--- config.mk ---
export PLATFORM = sky130hd
export DESIGN_NAME = running_max_tree
export DESIGN_NICKNAME = d
export VERILOG_FILES = /design/src/rtl/running_max_tree.sv
export SDC_FILE = /design/constraint.sdc
export NUM_CORES = 1
export LEC_CHECK = 0
export ABC_AREA = 1
export BUFFER_PORTS_ARGS = -buffer_cell sky130_fd_sc_hd__clkbuf_2
export CAP_MARGIN = 30
export CORE_MARGIN = 8
export CORE_UTILIZATION = 35
export DETAILED_ROUTE_END_ITERATION = 7
export PLACE_DENSITY_LB_ADDON = 0.3
export SYNTH_ARGS = -nofsm -noshare
export SYNTH_HDL_FRONTEND = slang
export SYNTH_SLANG_ARGS = --single-unit
--- constraint.sdc ---
create_clock -name clk -period 9.3 [get_ports clk]
set_input_delay 0.465 -clock clk [delete_from_list [all_inputs] [get_ports clk]]
set_output_delay 0.465 -clock clk [all_outputs]
set_load 0.005 [all_outputs]
--- src/rtl/running_max_tree.sv ---
// running_max_tree
// ----------------
// Streaming row-max unit. Each valid beat carries NUM_LANES sign-magnitude
// floating-point elements. A pipelined binary comparator tree reduces the beat
// to one (value, index) pair. An accumulator then folds successive beats into
// a per-row maximum and its argmax index. in_last marks the final beat of a
// row, and one result per row is emitted.
//
// Handshake: there is no backpressure. A beat is accepted on every rising edge
// where in_valid=1, and in_last is qualified by in_valid. out_valid is a
// single-cycle pulse. out_max and out_idx hold their value between pulses.
//
// Ports:
//   clk        clock
//   reset      synchronous, active-high
//   in_valid   beat valid
//   in_last    beat is the last of its row (ignored when in_valid=0)
//   in_data    lane i at bits [i*DATAWIDTH +: DATAWIDTH]
//   out_valid  one-cycle row-result pulse
//   out_max    row maximum
//   out_idx    element index of the row maximum (beat*NUM_LANES + lane, saturating)
//
// Latency: if the last beat of a row is sampled at edge s, the result
// registers load at edge s+P, where P = ceil(log2(NUM_LANES)/PIPE_EVERY).
// out_valid is therefore high during the (P+1)-th cycle counted from edge s.

module running_max_tree #(
    parameter int EXPONENT   = 5,
    parameter int MANTISSA   = 10,
    parameter int DATAWIDTH  = 16,
    parameter int NUM_LANES  = 8,
    parameter int PIPE_EVERY = 2,
    parameter int IDXW       = 16
) (
    input  logic                           clk,
    input  logic                           reset,
    input  logic                           in_valid,
    input  logic                           in_last,
    input  logic [NUM_LANES*DATAWIDTH-1:0] in_data,
    output logic                           out_valid,
    output logic [DATAWIDTH-1:0]           out_max,
    output logic [IDXW-1:0]                out_idx
);

    localparam int L        = $clog2(NUM_LANES);
    localparam int SIGN_BIT = EXPONENT + MANTISSA;
    // Wide enough that beat*NUM_LANES + lane never wraps before the saturation test.
    localparam int WIDEW    = IDXW + 7;

    // Map a sign-magnitude value onto a signed integer with the same ordering.
    // Both zeros map to 0, so +0 and -0 compare equal.
    function automatic logic signed [DATAWIDTH:0] order_key(input logic [DATAWIDTH-1:0] x);
        logic signed [DATAWIDTH:0] mag;
        mag = $signed({2'b00, x[SIGN_BIT-1:0]});
        return x[SIGN_BIT] ? -mag : mag;
    endfunction

    // True only when a is strictly greater than b. Ties therefore go to b.
    function automatic logic a_beats_b(input logic [DATAWIDTH-1:0] a,
                                       input logic [DATAWIDTH-1:0] b);
        return order_key(a) > order_key(b);
    endfunction

    // ------------------------------------------------------------------
    // Beat counter and per-lane global index
    // ------------------------------------------------------------------
    logic [IDXW-1:0] beat_cnt_q, beat_cnt_d;
    logic [IDXW-1:0] lane_idx [NUM_LANES];

    always_comb begin
        beat_cnt_d = beat_cnt_q;
        if (in_valid) begin
            if (in_last) begin
                beat_cnt_d = '0;
            end else if (!(&beat_cnt_q)) begin
                beat_cnt_d = beat_cnt_q + 1'b1;
            end
        end
    end

    always_ff @(posedge clk) begin
        if (reset) begin
            beat_cnt_q <= '0;
        end else begin
            beat_cnt_q <= beat_cnt_d;
        end
    end

    for (genvar j = 0; j < NUM_LANES; j++) begin : g_idx
        logic [WIDEW-1:0] wide;
        // NUM_LANES is a power of two, so the shift and OR equal beat*NUM_LANES + j.
        assign wide        = ({7'b0, beat_cnt_q} << L) | WIDEW'(j);
        assign lane_idx[j] = (|wide[WIDEW-1:IDXW]) ? '1 : wide[IDXW-1:0];
    end

    // ------------------------------------------------------------------
    // Comparator tree. Level 0 is the raw input. Level k has NUM_LANES>>k
    // nodes. s_* is the output seen by the next level: it is registered
    // after every PIPE_EVERY levels and after the final level, and it is a
    // plain wire otherwise.
    // ------------------------------------------------------------------
    for (genvar k = 0; k <= L; k++) begin : g_lvl
        localparam int N = NUM_LANES >> k;
        logic [DATAWIDTH-1:0] s_data [N];
        logic [IDXW-1:0]      s_idx  [N];
        logic                 s_valid;
        logic                 s_last;

        if (k == 0) begin : g_src
            assign s_valid = in_valid;
            assign s_last  = in_valid & in_last;
            for (genvar j = 0; j < N; j++) begin : g_lane
                assign s_data[j] = in_data[j*DATAWIDTH +: DATAWIDTH];
                assign s_idx[j]  = lane_idx[j];
            end
        end else begin : g_cmp
            logic [DATAWIDTH-1:0] c_data [N];
            logic [IDXW-1:0]      c_idx  [N];

            for (genvar j = 0; j < N; j++) begin : g_node
                // The even input always covers the lower indices. The odd
                // input must be strictly greater to win, so the lower index
                // takes ties.
                logic pick_hi;
                assign pick_hi   = a_beats_b(g_lvl[k-1].s_data[2*j+1], g_lvl[k-1].s_data[2*j]);
                assign c_data[j] = pick_hi ? g_lvl[k-1].s_data[2*j+1] : g_lvl[k-1].s_data[2*j];
                assign c_idx[j]  = pick_hi ? g_lvl[k-1].s_idx[2*j+1]  : g_lvl[k-1].s_idx[2*j];
            end

            if ((k % PIPE_EVERY == 0) || (k == L)) begin : g_reg
                always_ff @(posedge clk) begin
                    if (reset) begin
                        s_valid <= 1'b0;
                        s_last  <= 1'b0;
                    end else begin
                        s_valid <= g_lvl[k-1].s_valid;
                        s_last  <= g_lvl[k-1].s_last;
                    end
                end

                always_ff @(posedge clk) begin
                    s_data <= c_data;
                    s_idx  <= c_idx;
                end
            end else begin : g_wire
                assign s_valid = g_lvl[k-1].s_valid;
                assign s_last  = g_lvl[k-1].s_last;
                assign s_data  = c_data;
                assign s_idx   = c_idx;
            end
        end
    end

    // ------------------------------------------------------------------
    // Row accumulator and result registers
    // ------------------------------------------------------------------
    logic                 t_valid, t_last;
    logic [DATAWIDTH-1:0] t_data;
    logic [IDXW-1:0]      t_idx;

    assign t_valid = g_lvl[L].s_valid;
    assign t_last  = g_lvl[L].s_last;
    assign t_data  = g_lvl[L].s_data[0];
    assign t_idx   = g_lvl[L].s_idx[0];

    logic                 row_start_q, row_start_d;
    logic [DATAWIDTH-1:0] acc_max_q, acc_max_d;
    logic [IDXW-1:0]      acc_idx_q, acc_idx_d;
    logic                 out_valid_q, out_valid_d;
    logic [DATAWIDTH-1:0] out_max_q, out_max_d;
    logic [IDXW-1:0]      out_idx_q, out_idx_d;
    logic [DATAWIDTH-1:0] win_max;
    logic [IDXW-1:0]      win_idx;

    // The accumulator holds earlier beats, so it keeps ties.
    always_comb begin
        win_max = t_data;
        win_idx = t_idx;
        if (!row_start_q && !a_beats_b(t_data, acc_max_q)) begin
            win_max = acc_max_q;
            win_idx = acc_idx_q;
        end
    end

    always_comb begin
        row_start_d = row_start_q;
        acc_max_d   = acc_max_q;
        acc_idx_d   = acc_idx_q;
        out_valid_d = 1'b0;
        out_max_d   = out_max_q;
        out_idx_d   = out_idx_q;
        if (t_valid) begin
            acc_max_d   = win_max;
            acc_idx_d   = win_idx;
            row_start_d = t_last;
            if (t_last) begin
                out_valid_d = 1'b1;
                out_max_d   = win_max;
                out_idx_d   = win_idx;
            end
        end
    end

    always_ff @(posedge clk) begin
        if (reset) begin
            row_start_q <= 1'b1;
            acc_max_q   <= '0;
            acc_idx_q   <= '0;
            out_valid_q <= 1'b0;
            out_max_q   <= '0;
            out_idx_q   <= '0;
        end else begin
            row_start_q <= row_start_d;
            acc_max_q   <= acc_max_d;
            acc_idx_q   <= acc_idx_d;
            out_valid_q <= out_valid_d;
            out_max_q   <= out_max_d;
            out_idx_q   <= out_idx_d;
        end
    end

    assign out_valid = out_valid_q;
    assign out_max   = out_max_q;
    assign out_idx   = out_idx_q;

endmodule

==> results.sh <==
export IMPL_syn_inst=2517
export IMPL_fmax_mhz=140
export IMPL_ys_ff_latch=168
export IMPL_r2r_end="g_lvl[3].s_data[14]$_DFF_P_"
export IMPL_power_density_mw_per_mm2=238
export IMPL_antenna_found_initial=2
export IMPL_drc=0
export IMPL_syn_area_per_cell_um2=6.31
export IMPL_path_buf_inv=6
export IMPL_crit_path_end_kind="flip-flop"
export IMPL_start_util_pct=35.2
export IMPL_num_antenna_cells=0
export IMPL_grt_max_degree=40
export IMPL_grt_pass1_vias=15716
export IMPL_cts_sinks=168
export IMPL_netlist_area_mm2=0.0159
export IMPL_htreeDepth=4
export IMPL_wl_per_cell_um=14.1
export IMPL_crit_fanout=27
export IMPL_numCtsBuffers=17
export IMPL_finalSetupTns_ns=0
export IMPL_fin_crit_sh_pct=77.0
export IMPL_leakage_nw=9.37
export IMPL_drtAntennaViolNets=0
export IMPL_core_area_mm2=0.0451
export IMPL_setup_slack_ns=2.14
export IMPL_vias=16067
export IMPL_cts_resized_gates=0
export IMPL_ys_flop_type="dfxtp_1"
export IMPL_total_power_w=0.00425
export IMPL_drtPass1Iterations=7
export IMPL_tritoncts="done"
export IMPL_pin_count=165
export IMPL_io_buffers=164
export IMPL_yosysSeqAreaShare_pct=21.2
export IMPL_maxSlewViolCount=0
export IMPL_cts_root_buf="clkbuf_16"
export IMPL_status="complete, no violations"
export IMPL_cap_violations=0
export IMPL_worstPathRequired_ns=9.65
export IMPL_skew_ns=0.0136
export IMPL_cp_slowest_cell="o21ai_1"
export IMPL_drtIter0Drc=1013
export IMPL_nNetsFinal=2923
export IMPL_clk_latency_ns=0.43
export IMPL_worstHoldPathType="in2reg"
export IMPL_die_w_um=229
export IMPL_dp_slack_ns=1.73
export IMPL_cp_top_family="simple AND/OR/NAND/NOR gates"
export IMPL_drive_gt1_share_pct=10.8
export IMPL_critPathArrivalTime_ns=7.51
export IMPL_final_util_pct=39.5
export IMPL_worst_pin_slew_ns=0.946
export IMPL_ys_warn_count=0
export IMPL_async_flop_share_pct=0
export IMPL_dieArea_mm2=0.0524
export IMPL_period_minus_slack_ns=7.16
export IMPL_worst_hold_path_endpoint="g_lvl[2].s_valid$_SDFF_PP0_"
export IMPL_path_class="in2reg"
export IMPL_synth_fp_nets=2802
export IMPL_slowest_delay_ns=0.67
export IMPL_grtUsageTotal_pct=17.1
export IMPL_synth_edf_count=0
export IMPL_worst_r2r_setup_slack_ns=4.85
export IMPL_row_count=78
export IMPL_area_growth_pct=12.2
export IMPL_routabilityCongestion=0.954
export IMPL_cpMostUsedCell="nand2_1"
export IMPL_viasPerCell=4.94
export IMPL_grt_overflow_total=0
export IMPL_worstHoldStart="in_valid"
export IMPL_layout_cells_most_common="nand2_1"
export IMPL_routed_wl_um=45900
export IMPL_hold_buffers=0
export IMPL_hpwl_um=37800
export IMPL_cts_buffer_depth=2
export IMPL_slew_headroom_pct=36.8
export IMPL_mostFrequentLayoutCells="nand2_1 (671), inv_1 (339), nor2_1 (246)"
export IMPL_fp_dieH_um=229
export IMPL_cts_reportedPaths_clkPinSlew_ns=0.08
export IMPL_postCtsSetupRepairBufs=0
export IMPL_hold_violations=0
export IMPL_finalSetupViolations=0
export IMPL_ys_types=51
export IMPL_rsz0062_at_grt="no"
export IMPL_max_vdd_ir_drop_uv=177
export IMPL_reg2reg_from="g_lvl[2].s_data[17]$_DFF_P_"
export IMPL_rr_worst_depth=17
export IMPL_grt_pass1_wl_um=76900
export IMPL_hold_depth=3
export IMPL_start_kind="primary input"
==> area by class of cell <==
type | instances | area (µm²)
multi-input combinational | 1931 | 10900
sequential | 168 | 3360
fill | 4835 | 27300
tap | 600 | 751
inverter | 346 | 1300
clock inverter | 15 | 194
timing repair buffer | 174 | 923
clock buffer | 17 | 425
==> flip-flops by register name, indices dropped and copies added (netlist names) <==
| signal | count |
|---|---|
| g_lvl.s_data | 48 |
| g_lvl.s_idx | 34 |
| acc_idx_q | 16 |
| acc_max_q | 16 |
| beat_cnt_q | 16 |
| out_idx | 16 |
| out_max | 16 |
| g_lvl.s_last | 2 |
| g_lvl.s_valid | 2 |
| out_valid | 1 |
| row_start_q | 1 |
==> per-stage QoR <==
step,hold slack (ns),cell area [µm²],std cells
after detailed placement,0.312,17200,3219
after global routing,0.287,17800,3251
after floorplan,0.310,15900,2517
final,0.281,17800,3251
after CTS,0.267,17800,3251
after global placement,0.311,17200,3217
==> layer usage <==
| layer | GRT usage (%) | wire (µm) |
|---|---|---|
| met3 | 2.21 | 2190 |
| met5 | 0 | 27 |
| met1 | 23.0 | 21700 |
| met2 | 28.6 | 21100 |
| met4 | 4.42 | 875 |
==> worst min-delay path, stage by stage <==
cell	delay [ns]
clkbuf_2	0.10
inv_1	0.06
nor2_1	0.04
==> synthesized netlist by cell type, types with 2 or more instances <==
cell | number | share of area, %
o21ai_0 | 163 | 5.1
nand2_1 | 671 | 16
nand2_4 | 4 | 0.28
xnor2_1 | 23 | 1.3
nor2_2 | 14 | 0.55
buf_4 | 3 | 0.14
nand3b_1 | 10 | 0.47
inv_2 | 3 | 0.071
nand3_2 | 6 | 0.38
o31ai_1 | 5 | 0.24
a31oi_1 | 13 | 0.51
nand3_1 | 112 | 3.5
clkbuf_1 | 54 | 1.3
nor2_1 | 247 | 5.8
ha_1 | 153 | 12
buf_6 | 6 | 0.43
o211ai_1 | 7 | 0.33
a41oi_1 | 2 | 0.11
inv_1 | 339 | 8.0
dfxtp_1 | 168 | 21
clkinv_1 | 4 | 0.095
nor3b_1 | 4 | 0.19
nor3_1 | 63 | 2.0
o21ai_2 | 17 | 0.94
nor4_1 | 8 | 0.32
a21oi_1 | 108 | 3.4
o21bai_1 | 8 | 0.38
or2_2 | 9 | 0.35
o21a_1 | 9 | 0.43
o21ai_4 | 2 | 0.20
xor2_1 | 166 | 9.2
nand4_1 | 56 | 2.2
nor2_4 | 2 | 0.14
o21ai_1 | 9 | 0.28
nand2_2 | 17 | 0.67
buf_2 | 6 | 0.19
a21o_1 | 6 | 0.28
a211oi_1 | 7 | 0.33
==> kinds of logic (layout without fill, tap and decap cells) <==
kind of cell | after synthesis | in the layout | share of synthesized area (%)
AO/OA/AOI/OAI | 359 | 359 | 12.7
buffers and inverters | 418 | 552 | 10.5
XOR/XNOR | 189 | 189 | 10.4
flip-flops | 168 | 168 | 21.2
adder cells (fa/ha/maj) | 153 | 153 | 12.1
AND/OR/NAND/NOR | 1230 | 1230 | 33.1
==> how the worst max path moves through the flow <==
stage | startpoint | to | slack (ns) | cells after the start
2_1_floorplan | in_data[48] | g_lvl[2].s_data[18]$_DFF_P_ | 3.33 | 40
3_3_place_gp | in_data[16] | g_lvl[2].s_data[17]$_DFF_P_ | 1.92 | 33
3_5_place_dp | in_data[16] | g_lvl[2].s_data[17]$_DFF_P_ | 1.73 | 34
4_1_cts | in_data[16] | g_lvl[2].s_data[17]$_DFF_P_ | 2.18 | 33
5_1_grt | in_data[48] | g_lvl[2].s_data[17]$_DFF_P_ | 1.33 | 43
6_report | in_data[16] | g_lvl[2].s_data[19]$_DFF_P_ | 2.14 | 33
==> report_power, final <==
part / switching (W) / internal, W
logic: 0.00163 / 0.000867
clock network: 0.000350 / 0.000369
registers: 0.000156 / 0.000877
total: 0.00213 / 0.00211
(Power assumes the default switching activity.)
